--- config.mk ---
export PLATFORM = sky130hd
export DESIGN_NAME = lsu
export DESIGN_NICKNAME = d
export VERILOG_FILES = /design/src/rtl/lsu_pkg.sv /design/src/rtl/lsu_fault_chk.sv /design/src/rtl/lsu.sv
export SDC_FILE = /design/constraint.sdc
export NUM_CORES = 1
export LEC_CHECK = 0
export ABC_CLOCK_PERIOD_IN_PS = 3520
export CAP_MARGIN = 5
export CORE_AREA = 4 4 115 117
export CTS_CLUSTER_SIZE = 25
export DETAILED_ROUTE_END_ITERATION = 12
export DIE_AREA = 0 0 119 121
export PLACE_DENSITY = 0.83
export SYNTH_ARGS = -nofsm -noshare
export SYNTH_HDL_FRONTEND = slang
export SYNTH_SLANG_ARGS = --single-unit
--- constraint.sdc ---
create_clock -name clk -period 3.52 [get_ports clk]
set_input_delay 0.704 -clock clk [delete_from_list [all_inputs] [get_ports clk]]
set_output_delay 0.704 -clock clk [all_outputs]
set_load 0.05 [all_outputs]
--- src/rtl/lsu_pkg.sv ---
// lsu_pkg: shared types and defaults for the load/store unit
package lsu_pkg;

    typedef enum logic [1:0] {
        SZ_BYTE = 2'b00,
        SZ_HALF = 2'b01,
        SZ_WORD = 2'b10
    } size_e;

    typedef enum logic {
        SG_SIGNED   = 1'b0,
        SG_UNSIGNED = 1'b1
    } sign_e;

    typedef enum logic [1:0] {
        S_IDLE    = 2'd0,
        S_ISSUE   = 2'd1,
        S_CAPTURE = 2'd2,
        S_RESP    = 2'd3
    } state_e;

    localparam logic [31:0] MMIO_BASE_DEF = 32'h1100_0000;

endpackage

--- src/rtl/lsu_fault_chk.sv ---
// lsu_fault_chk: combinational alignment/range fault and IO-region classification
module lsu_fault_chk
    import lsu_pkg::*;
#(
    parameter int          MEM_WIDTH = 15,
    parameter logic [31:0] MMIO_BASE = MMIO_BASE_DEF
) (
    input  logic [31:0] addr,
    input  logic [1:0]  size,
    output logic        fault,
    output logic        is_io
);

    logic w_in_mem;
    logic w_misalign;

    // Region decode: data memory sits at the bottom, MMIO from MMIO_BASE upward, the gap faults
    always_comb begin
        w_in_mem   = (addr >> MEM_WIDTH) == 32'd0;
        is_io      = addr >= MMIO_BASE;
        w_misalign = (size == 2'b11) ||
                     (size == SZ_HALF && addr[0]) ||
                     (size == SZ_WORD && addr[1:0] != 2'b00);
        fault      = w_misalign || (!w_in_mem && !is_io) || (is_io && size != SZ_WORD);
    end

endmodule

--- src/rtl/lsu.sv ---
// lsu: single-outstanding load/store unit routing CPU requests to data memory or MMIO
module lsu
    import lsu_pkg::*;
#(
    parameter int          MEM_WIDTH = 15,
    parameter logic [31:0] MMIO_BASE = MMIO_BASE_DEF
) (
    input  logic        clk,
    input  logic        rst,
    input  logic        req_valid,
    output logic        req_ready,
    input  logic        req_we,
    input  logic [31:0] req_addr,
    input  logic [31:0] req_wdata,
    input  logic [1:0]  req_size,
    input  logic        req_sign,
    output logic        resp_valid,
    output logic [31:0] resp_rdata,
    output logic        resp_err,
    output logic        mem_rd,
    output logic        mem_wr,
    output logic [31:0] mem_addr,
    output logic [31:0] mem_wdata,
    output logic [1:0]  mem_size,
    output logic        mem_sign,
    input  logic [31:0] mem_rdata,
    input  logic        mem_err,
    output logic        io_rd,
    output logic        io_wr,
    output logic [31:0] io_addr,
    output logic [31:0] io_wdata,
    input  logic [31:0] io_rdata
);

    state_e      r_state;
    logic [31:0] r_addr;
    logic [31:0] r_wdata;
    logic [31:0] r_rdata;
    logic [1:0]  r_size;
    logic        r_sign;
    logic        r_we;
    logic        r_io;
    logic        r_err;
    logic        w_fault;
    logic        w_io;

    lsu_fault_chk #(
        .MEM_WIDTH (MEM_WIDTH),
        .MMIO_BASE (MMIO_BASE)
    ) u_fault_chk (
        .addr  (req_addr),
        .size  (req_size),
        .fault (w_fault),
        .is_io (w_io)
    );

    // Request FSM: latch on accept, faults skip straight to RESP, memory loads take an extra capture cycle
    always_ff @(posedge clk) begin
        if (rst) begin
            r_state <= S_IDLE;
            r_addr  <= '0;
            r_wdata <= '0;
            r_rdata <= '0;
            r_size  <= '0;
            r_sign  <= 1'b0;
            r_we    <= 1'b0;
            r_io    <= 1'b0;
            r_err   <= 1'b0;
        end else begin
            case (r_state)
                S_IDLE: if (req_valid) begin
                    r_addr  <= req_addr;
                    r_wdata <= req_wdata;
                    r_size  <= req_size;
                    r_sign  <= req_sign;
                    r_we    <= req_we;
                    r_io    <= w_io;
                    r_err   <= w_fault;
                    r_rdata <= '0;
                    r_state <= w_fault ? S_RESP : S_ISSUE;
                end
                S_ISSUE: begin
                    if (r_io) begin
                        r_rdata <= r_we ? 32'd0 : io_rdata;
                        r_state <= S_RESP;
                    end else begin
                        r_err   <= mem_err;
                        r_state <= r_we ? S_RESP : S_CAPTURE;
                    end
                end
                S_CAPTURE: begin
                    r_rdata <= r_err ? 32'd0 : mem_rdata;
                    r_state <= S_RESP;
                end
                S_RESP: r_state <= S_IDLE;
            endcase
        end
    end

    // Strobes decode from state so each fires for exactly the one ISSUE cycle
    always_comb begin
        req_ready  = r_state == S_IDLE;
        resp_valid = r_state == S_RESP;
        resp_err   = resp_valid && r_err;
        resp_rdata = r_rdata;
        mem_rd     = r_state == S_ISSUE && !r_io && !r_we;
        mem_wr     = r_state == S_ISSUE && !r_io && r_we;
        io_rd      = r_state == S_ISSUE && r_io && !r_we;
        io_wr      = r_state == S_ISSUE && r_io && r_we;
        mem_addr   = r_addr;
        mem_wdata  = r_wdata;
        mem_size   = r_size;
        mem_sign   = r_sign;
        io_addr    = r_addr;
        io_wdata   = r_wdata;
    end

endmodule

-- Yosys cells after proc, flatten, opt, wreduce, memory -nomap -nowiden
Cells that the tools add are included.
- order comparisons: 1
- eq/ne operators: 10
- mux-type cells: 13
- reductions and logical operators: 27
- operators with widths (kind ; number):
    $mux W32 ; 4
    $pmux W32 S3 ; 1
    $ge A32 B29 Y1 const B ; 1
    $logic_not A32 Y1 ; 1
    $logic_and A1 B1 Y1 ; 11
    $eq A2 B2 Y1 const B ; 4
    $ne A2 B2 Y1 const B ; 4
    $pmux W2 S4 ; 1
    $reduce_and A3 Y1 ; 2
    $eq A2 B1 Y1 const B ; 2
    $logic_not A1 Y1 ; 4
    $logic_or A1 B1 Y1 ; 4
    $mux W1 ; 4
    $mux W2 ; 2
    $reduce_bool A2 Y1 ; 2
    $reduce_bool A3 Y1 ; 1
    $logic_not A2 Y1 ; 1
    $pmux W1 S2 ; 1
    $reduce_and A2 Y1 ; 1
- bits in registers: 104
- input bits: 136
- output and inout bits: 170
- word-level logic and storage cells: 60

-- Depth between registers and ports, before layout
- word-level depth: 9
- gate-level depth with buffers: 9
- gate-level depth less buffers: 6

-- Cells and area by module
Synthesis repeated with hierarchy kept, for this count alone.
- cell total of the unflattened synthesis: 618
- area, all modules: 5287.6 µm²
- by module, submodules not included (module ; instances ; cells each ; area each (µm²) ; sequential area each (µm²)):
    lsu ; 1 ; 601 ; 5172.5 ; 2082.0
    lsu_fault_chk ; 1 ; 17 ; 115.1 ; 0.0

-- Worst setup path before layout
Ideal clock, no wire load.
- path type: register to output
- start point: register r_state[1]
- end point: output port mem_rd
- arrival time: 1.794 ns
- data required time: 2.816 ns
- path slack: 1.022 ns
- stages on the path, launching flop included: 7
- path buffers: 2
- path through: dfxtp_1 inv_1 ha_1 nor2b_1 buf_4 buf_2 nor2b_1
- word-level cells in the longest chain between the ends: 3
- ends and longest elaborated chain (what ; RTL line ; source):
    from (decl) ; lsu.sv:35 ; state_e r_state;
    from (signal assigned) ; lsu.sv:80 ; r_state <= w_fault ? S_RESP : S_ISSUE;
    from (signal assigned) ; lsu.sv:88 ; r_state <= r_we ? S_RESP : S_CAPTURE;
    $eq A2 B1 Y1 ; lsu.sv:106 ; mem_rd = r_state == S_ISSUE && !r_io && !r_we;
    $logic_and A1 B1 Y1 (2 in a row) ; lsu.sv:106 ;
    to (decl) ; lsu.sv:20 ; output logic mem_rd,
No other way between the ends.

-- Final worst setup path
- start point: register r_state[1]
- end point: output port mem_wr
- word-level cells in the longest chain between the ends: 3
- ends and longest elaborated chain (what ; RTL line ; source):
    $eq A2 B1 Y1 ; lsu.sv:107 ; mem_wr = r_state == S_ISSUE && !r_io && r_we;
    $logic_and A1 B1 Y1 (2 in a row) ; lsu.sv:107 ;
    to (decl) ; lsu.sv:21 ; output logic mem_wr,
No other way between the ends.

==> qor.yml <==
grt_pass1_wl_um: 22900
nets: 952
port_buffers: 305
slew_viol_final: 0
ios: 306
totalWireLength_um: 14770
core_area_um2: 12360
crit_required_ns: 2.82
track_usage: 0.1960
path_clk_slew_ns: 0.07
tightest_slew_ns: 1.253
overflow: 0
grt_max_degree: 69
synth_fp_nets: 739
wl_per_cell_um: 14.96
post_cts_buffers: 0
diodes: 0
critPathArrivalTime_ns: 2.23
hold_viol_final: 0
synthToLayoutAreaGrowth_pct: 61.98
drt_iter0_markers: 283
cts.sinks: 104
grt_antenna_before_repair: 0
whs_ns: 0.4549
syn_inst: 599
firstDrtPassIters: 5
grt_pass1_vias: 4371
setup_viol: 0
die-area_um2: 14400
p_int_mw: 2.944
status: "completed"
die_w_um: 119
rsz0062_at_grt: "no"
ctsHoldBuffers: 0
cp_max_fo: 7
layout_common_cells: "clkdlybuf4s50_1, nand2_1, a21oi_1, dfxtp_1"
seqPwrFrac: 0.274
cts_tree: "yes"
finalCritPeriodShare: 0.8336
num_rows: 41
final_common_cell: "clkdlybuf4s50_1"
crit_type: "reg2out"
end_kind: "output port"
vias: 4733
gp_congestion: 0.8326
drc: 0
insertion_delay_ns: 0.33
place_ws_ns: 0.8170
setup_ws_ns: 0.5857
post_cts_resized: 0
synth-seq-cells: 104
reg2reg_from: "r_state[0]"
ys_seq_area_frac: 0.4415
h-tree-depth: 3
slowest_delay_ns: 0.80
final_cell_area_um2: 7639
max_cap_violations: 0
syn_area_per_cell_um2: 7.873
cts_root_buf: "clkbuf_16"
cts_buffers: 9
period_needed_ns: 2.934
power_density_nw_per_um2: 729.3
initial_core_util: 0.3814
critPathBufInv: 2
ant_nets: 0
switchingPower_mw: 2.627
syn_area_um2: 4716
critPathLaunch: "r_state[1]"
crit_path_end: "mem_wr"
reg2reg_slack_ns: 1.20
drive_gt1_frac: 0.03804
synth_edf_count: 0
placedCellCount: 973
switching_share: 0.4715
startpoint_type: "register"
fmaxAchievable_ghz: 0.3408
r2r_end: "resp_rdata[25]"
synth-async-reset-ratio: 0
place_area_um2: 7355
min-delay-path-class: "reg2reg"
setup_tns_ns: 0
avgViaCountPerCell: 4.795
dp_hpwl_um: 11410
clockBufferDepth: 2
synth_ff_type: "dfxtp_1"
combPwrFrac: 0.552
slowest_stage: "clkdlybuf4s50_1"
die_y_um: 121
synth_cell_type_count: 32
ys_warn_count: 0
layout.cells.non_filler: 987
path_cells: "inv_1, ha_1, nor2b_4, and2_1, clkdlybuf4s50_1"
slew-limit-headroom: 0.1607
crit_family: "buffers and inverters"
power.total_mw: 5.571
r2r_cells: 6
fin_util: 0.6179
power_frac_clock: 0.174
path_depth: 5
vdd_drop_max_mv: 0.3757
skew_ns: 0.006828
p_leak_nw: 2.719
-- power groups by stage --
stage / combinational (mW) / clock (mW) / sequential (mW)
3_3_place_gp: 3.07 / 0 / 1.54
4_1_cts: 3.09 / 0.993 / 1.53
2_1_floorplan: 1.73 / 0 / 2.12
6_report: 3.07 / 0.971 / 1.53
3_5_place_dp: 3.09 / 0 / 1.55
5_1_grt: 3.26 / 1.04 / 1.55
-- state kept, by name, indices dropped and copies added, names as in the netlist --
name        cells
r_state         2
resp_rdata     32
mem_size        2
r_we            1
r_io            1
io_addr        32
mem_sign        1
io_wdata       32
r_err           1
-- worst min-delay path, delay by kind of cell, from the launching register on --
family	cells	cell delay, ns
AOI/OAI and AO/OA	1	0.05
DFF	1	0.31
and+or+nand+nor	1	0.05
-- synth_stat cells, types with 2 or more instances --
library cell / instances / area, um^2
a211oi_1: 3 / 22.52
nor2_1: 6 / 22.52
nand2_1: 171 / 641.9
nor2b_1: 4 / 25.02
a22o_1: 32 / 280.3
buf_2: 19 / 95.09
o211ai_1: 2 / 15.01
clkbuf_1: 22 / 82.58
and2_1: 4 / 25.02
nand3_1: 32 / 160.2
ha_1: 4 / 50.05
buf_6: 4 / 45.04
a21oi_1: 104 / 520.5
dfxtp_1: 104 / 2082
inv_1: 5 / 18.77
nor4_1: 3 / 18.77
buf_4: 65 / 488.0
-- layout make-up --
class,instances,area [um^2]
multi-input cells,379,1916
well taps,172,215.2
clock inverters,5,58.81
flip-flops and latches,104,2082
fillers,1094,4725
repair buffers,313,3123
clock buffers,9,225.2
inverters,5,18.77
-- cells by family (layout without fill, tap and decap cells) --
family | after synthesis | count (layout) | share of synthesized area
compound gates | 147 | 147 | 0.1892
fa+ha+maj | 4 | 4 | 0.01061
flops | 104 | 104 | 0.4415
buf+inv | 116 | 332 | 0.1555
mux | 1 | 1 | 0.002388
simple gates | 227 | 227 | 0.2008
-- per-layer routing --
| layer | GRT usage | part of all wire | vias up |
|---|---|---|---|
| li1 | - | - | 2363 |
| met1 | 0.2217 | 0.38 | 2141 |
| met2 | 0.3493 | 0.51 | 213 |
| met4 | 0.06155 | 0.014 | 0 |
| met3 | 0.06387 | 0.092 | 16 |
| met5 | 0 | 0 | - |
-- worst min-delay path by stage --
stage / depth (start not counted) / end / startpoint / slack, ns
after global routing: 2 / mem_size[1] / mem_size[1] / 0.48
final: 2 / resp_rdata[8] / resp_rdata[8] / 0.45
after CTS: 2 / resp_rdata[8] / resp_rdata[8] / 0.46
after floorplan: 2 / r_we / r_we / 0.48
after detailed placement: 2 / resp_rdata[25] / resp_rdata[25] / 0.45
after global placement: 2 / resp_rdata[16] / resp_rdata[16] / 0.44
Note: power is estimated with default switching activity, not from simulation.
